**config.mk**
```make
export PLATFORM = sky130hd
export DESIGN_NAME = seq_mult32
export DESIGN_NICKNAME = d
export VERILOG_FILES = /design/src/rtl/seq_mult32.sv
export SDC_FILE = /design/constraint.sdc
export NUM_CORES = 1
export LEC_CHECK = 0
export BUFFER_PORTS_ARGS = -buffer_cell sky130_fd_sc_hd__buf_2
export CORE_UTILIZATION = 45
export DETAILED_ROUTE_END_ITERATION = 10
export GPL_ROUTABILITY_DRIVEN = 0
export PLACE_DENSITY = 0.76
export SYNTH_ARGS = -nofsm -noshare
export SYNTH_HDL_FRONTEND = slang
export SYNTH_SLANG_ARGS = --single-unit
```
**constraint.sdc**
```tcl
create_clock -name clk -period 2.85 [get_ports clk]
set_input_delay 0.4275 -clock clk [delete_from_list [all_inputs] [get_ports clk]]
set_output_delay 0.4275 -clock clk [all_outputs]
set_load 0.05 [all_outputs]
```
**src/rtl/seq_mult32.sv**
```systemverilog
// seq_mult32: sequential 32x32 unsigned shift-add multiplier.
// Retires one partial product per clock. A rising edge on init loads the
// operands, and 32 BUSY steps later the exact 64-bit product appears on
// res_up/res_dn with ready high.
module seq_mult32 #(
   parameter int freq_hz = 25000000
) (
   input  logic        clk,
   input  logic        reset,
   input  logic [31:0] A_in,
   input  logic [31:0] B_in,
   input  logic        init,
   output logic        ready,
   output logic [31:0] res_up,
   output logic [31:0] res_dn
);

   localparam logic [1:0] IDLE = 2'd0;
   localparam logic [1:0] BUSY = 2'd1;
   localparam logic [1:0] DONE = 2'd2;

   // freq_hz is informational only. This empty block is elaborated only
   // for a nonsensical value, so the parameter has a visible use.
   if (freq_hz <= 0) begin : g_freq_invalid
   end

   logic        init_d;
   logic [31:0] mcand;
   logic [64:0] prod;        // {carry, upper32, lower32}
   logic [5:0]  cnt;
   logic [1:0]  state;

   logic        start;
   logic [32:0] upper_sum;
   logic [64:0] prod_shift;

   // Start detection and one shift-add step of the working register.
   always_comb begin
      start      = init & ~init_d;
      upper_sum  = prod[64:32];
      if (prod[0]) begin
         upper_sum = prod[64:32] + {1'b0, mcand};
      end
      prod_shift = {1'b0, upper_sum, prod[31:1]};
   end

   // Control FSM, datapath registers and result capture.
   always_ff @(posedge clk) begin
      if (reset) begin
         // init_d resets high so an init already high across reset does not start.
         init_d <= 1'b1;
         mcand  <= '0;
         prod   <= '0;
         cnt    <= '0;
         state  <= IDLE;
         ready  <= 1'b0;
         res_up <= '0;
         res_dn <= '0;
      end else begin
         init_d <= init;
         case (state)
            IDLE, DONE: begin
               if (start) begin
                  mcand <= A_in;
                  prod  <= {33'b0, B_in};
                  cnt   <= '0;
                  ready <= 1'b0;
                  state <= BUSY;
               end
            end
            BUSY: begin
               // A start edge seen here is ignored; init_d still tracks init.
               prod <= prod_shift;
               cnt  <= cnt + 6'd1;
               if (cnt == 6'd31) begin
                  res_up <= prod_shift[63:32];
                  res_dn <= prod_shift[31:0];
                  ready  <= 1'b1;
                  state  <= DONE;
               end
            end
            default: begin
               state <= IDLE;
            end
         endcase
      end
   end

endmodule

```
# Yosys cells after proc, flatten, opt, wreduce, memory -nomap -nowiden
# Cells that the tools add are included.
# classes
add_sub_neg	2
multipliers	0
div_mod_pow	0
n_lt_le_gt_ge	0
n_eq_ne	5
shift	0
muxes	11
bitwise	2
reduce_logical	8
# ops
op	count
$pmux 65 s2	1
$mux 65	1
$add 33x32->33	1
$mux 33	1
$pmux 6 s2	1
$reduce_and 2->1	4
$add 6x1->6 const B	1
$eq 6x5->1 const B	1
$mux 6	1
$mux 2	2
$ne 2x2->1 const B	2
$pmux 2 s2	1
$reduce_and 3->1	1
$eq 2x1->1 const B	1
$eq 2x2->1 const B	1
$logic_not 2->1	1
$mux 1	2
$pmux 1 s2	1
$reduce_bool 2->1	1
$reduce_or 2->1	1
$and 1x1->1	1
$not 1->1	1
# totals
reg_bits	171
latch_bits	0
mem_bits_rw	0
romBits	0
input_bits	67
out_inout_bits	65
wordCells	36
mem_count	0

# Longest topological paths before layout
# depth
depth_word	4
mapped_depth	11
ltp_nobuf	11

# Worst setup path before layout
# Ideal clock, no wire load.
# synth_path
kind	register to register
from	register mcand[0]
to	register prod[57]
setup_time_ps	115
arrival_time_ps	2569
required_time_ps	2735
path_slack_ps	166
stages_incl_launch_ff	12
path_buffers	0
synth_period_minus_slack_ps	2684
path_cell_list	dfxtp_1 > ha_1 > fa_1 > a21o_1 > a221oi_2 > a2bb2oi_1 > a21oi_2 > o21ai_1 > or3_1 > a41oi_1 > o21ai_1 > and2_1
# synth_between
elab_chain_len	3
# synth_rtl
element	line_no	rtl
start, declared	28	logic [31:0] mcand;
start signal, assigned	64	mcand <= A_in;
$add 33x32->33	42	upper_sum = prod[64:32] + {1'b0, mcand};
$mux 33	41	if (prod[0]) begin
$pmux 65 s2	61	case (state)
end signal, assigned	65	prod <= {33'b0, B_in};
end signal, assigned	73	prod <= prod_shift;
end, declared	29	logic [64:0] prod;
# No other way between the ends.
# A chain may end at the register's enable or synchronous reset.

# Final worst setup path
# layout_path
from	register prod[33]
to	register res_up[28]
# layout_between
elab_chain_len	2
# layout_rtl
element	line_no	rtl
$add 33x32->33	42	
$mux 33	41	
end signal, assigned	76	res_up <= prod_shift[63:32];
end, declared	14	output logic [31:0] res_up,
# No other way between the ends.

==> results.yml <==
run_status:
  status: "finished clean"
cells_and_area:
  regArea_sq_um: 3410
  final_cells: 1379
  multi_input_area_sq_um: 4580
  nNetsFinal: 1238
  fillers: 1676
  drive_above_1_share_pct: 19.8
  area_growth_syn_to_layout_pct: 19.0
synthesis:
  synth_common_cells: "184 x nand2_1, 170 x dfxtp_1, 132 x nor2_1"
  synth_compound_area_share_pct: 23.2
  synth_top_family_by_area: "compound AO/OA/AOI/OAI gates"
  syn-cell-area_sq_um: 8250
  ys_top_cells_by_area: "dfxtp_1 41%, nand2_1 8.4%, a21oi_1 7.8%"
  mappedNetlistNets: 1133
  syn_area_per_cell_sq_um: 7.99
  synth_edf_count: 0
  synth_xor_area_share_pct: 2.65
  yosysWarnings: 0
  ys_seq_area_share_pct: 41.3
  synthAdderAreaFrac_pct: 5.25
  yosys.area.top_type_share_pct: 41.3
  yosys.area.top_type: "dfxtp_1"
  synth_most_common_cell: "nand2_1"
  synth_cells: 1032
  synth.area.mux_share_pct: 2.93
  ys_seq_elements: 170
  synthSimpleGateAreaFrac_pct: 20.1
  ys.flop_type: "dfxtp_1"
  synthArstFlopShare_pct: 0
  synth_cell_types: 67
clocking:
  insertion_delay_ps: 420
  clockBufferDepth: 2
  postCtsHoldBufs: 0
  cts-root-buf: "clkbuf_16"
  numCtsBuffers: 17
  cts_tree: "done"
  htree_levels: 4
  cts_sinks: 170
  path_clk_slew_ps: 60
routing:
  drc: 0
  antenna_left: 0
  drt_iter0_drc: 582
  vias: 7723
  routed_wl_microns: 21500
  drt-pass1-iter-count: 5
  wl_per_cell_microns: 15.6
  routed_via_density: 5.60
power:
  clkPwrFrac_pct: 44.8
  leakage_uw: 0.00403
  sequentialPowerShare_pct: 48.0
  p_switching_uw: 1240
  power.internal_uw: 3940
  p_sw_share_pct: 23.9
  power_density_nw_per_um2: 528
  ir_drop_mv: 0.431
  comb_power_share_pct: 7.1
place:
  pre_cts_slack_ps: -176
  io_buffers: 131
  dp_cells: 1342
  dp_hpwl_microns: 13900
worst_setup_path:
  cp.arrival_ps: 3120
  reg2reg_depth: 11
  ff2ff_setup_slack_ps: 80
  timing.rr.end: "res_up[28]"
  cp-start-kind: "flip-flop"
  reg2reg_from: "prod[33]"
  endpoint_kind: "flip-flop"
  criticalPathCategory: "flip-flop to flip-flop"
  critPathRequiredTime_ps: 3200
  crit_path_max_fanout: 4
hold_path:
  holdCritStartpoint: "init"
  holdPathStages: 2
  hp-class: "input pin to flip-flop"
  holdPathEnd: "init_d"
grt:
  grt_pass1_wl_microns: 34300
  grt_max_degree: 92
  overflow: 0
  antenna_found_initial: 1
  grt_pass1_vias: 7025
  gr-usage-all-layers_pct: 22.9
timing:
  post-route-period-util_pct: 97.3
  finalHoldViolations: 0
  min_period_ps: 2770
  rsz0062_at_grt: "true"
  worst_slew_pin_slew_ps: 955
  slew_violations: 0
  slew_headroom_pct: 36.3
  fmax_mhz: 361
  setup_viol_count_final: 0
  skew_ps: 7.67
  layout_setup_ws_ps: 77.1
  setup_tns_ps: 0
die:
  ios: 132
  start_util_pct: 45.9
  die_x_microns: 137
  core-area_sq_um: 18000
  rows: 49
  die_h_microns: 137
  die-area_sq_um: 18900
flow_run:
  maxCapViolCount: 0
-- worst max-delay path by stage --
| stage | start | end | slack, ps | cells past startpoint |
|---|---|---|---|---|
| after floorplan | mcand[0] | prod[57] | 170 | 11 |
| after global placement | mcand[0] | prod[57] | -130 | 11 |
| after detailed placement | prod[32] | prod[57] | -180 | 11 |
| after CTS | prod[32] | prod[57] | 20 | 11 |
| after global routing | prod[33] | res_up[28] | -30 | 11 |
| final | prod[33] | res_up[28] | 80 | 11 |
-- cell usage in the layout, fill, tap and decap left out, drive strengths merged, types with 10 or more instances in the layout --
cell type  Yosys  layout
o21ai         43      43
nand3         27      27
o221ai        31      31
a211oi        16      16
nor2b         10      10
xor2          14      14
nand2        184     184
nor2         132     132
a31oi         23      23
mux2i         17      17
a21oi        130     130
ha            33      33
xnor2         11      11
clkbuf        58      22
a21o          16      16
dfxtp        170     170
buf           17     162
-- routing by layer --
metal  track usage (%)  share of wire, %  vias to the layer above
met2              36.0                46                      237
met5                 0                 0                        -
li1                  -                 -                     3849
met4              7.45               1.5                        0
met3              4.53               5.3                       28
met1              31.3                47                     3609
-- cells by family (layout without fill, tap and decap cells) --
group,count (synthesis),after routing
DFF,170,170
muxes,23,23
and+or+nand+nor,395,395
xor gates and xnor gates,25,25
adders and majority gates,34,34
AOI/OAI and AO/OA,301,301
buffers and inverters,84,201
other,0,1
-- power groups by stage --
stage	Sequential (uW)	Clock, uW	Combinational [uW]
2_1_floorplan	2520	0	258
3_3_place_gp	2540	0	359
3_5_place_dp	2540	0	364
4_1_cts	2480	2350	367
5_1_grt	2490	2470	414
6_report	2490	2320	370
-- critical path, stage by stage, from the launching register on --
cell	delay (ps)
dfxtp_1	320
buf_4	140
ha_1	270
a21oi_1	90
o211ai_2	260
nand3_2	180
a21o_1	240
a211o_1	400
a21oi_2	200
o22ai_2	120
mux2_4	320
a31oi_4	140
-- stage by stage --
stage                     hold WS [ps]  util [%]  instance area (sq um)  power [uW]
after CTS                          194      54.1                   9710        5210
after detailed placement           444      50.5                   9080        2900
after global placement             441      50.5                   9080        2890
after global routing               199      54.6                   9810        5380
after floorplan                    441         -                   8250        2780
final                              208      54.6                   9810        5180
-- area by class of cell --
class | count | share of cell area [%]
multi-input cells | 778 | 46.7
flip-flops and latches | 170 | 34.7
repair buffers | 162 | 9.33
clock buffers | 22 | 4.83
well taps | 229 | 2.92
clock inverters | 9 | 1.16
inverters | 8 | 0.306
diodes | 1 | 0.0255
-- sequential cells by signal, indices dropped and copies added, names as in the netlist --
name / count
mcand: 32
prod: 64
res_dn: 32
cnt: 6
ready: 1
state: 2
init_d: 1
res_up: 32
-- what timing repair did --
action / CTS / global route
endpoints found under the setup margin: 16 / 21
gates resized for setup: 6 / 15
cloned: 0 / 0
buffers inserted: 2 / 3
pin swaps: 5 / 7
No activity file was read; power rests on OpenSTA's default activity.
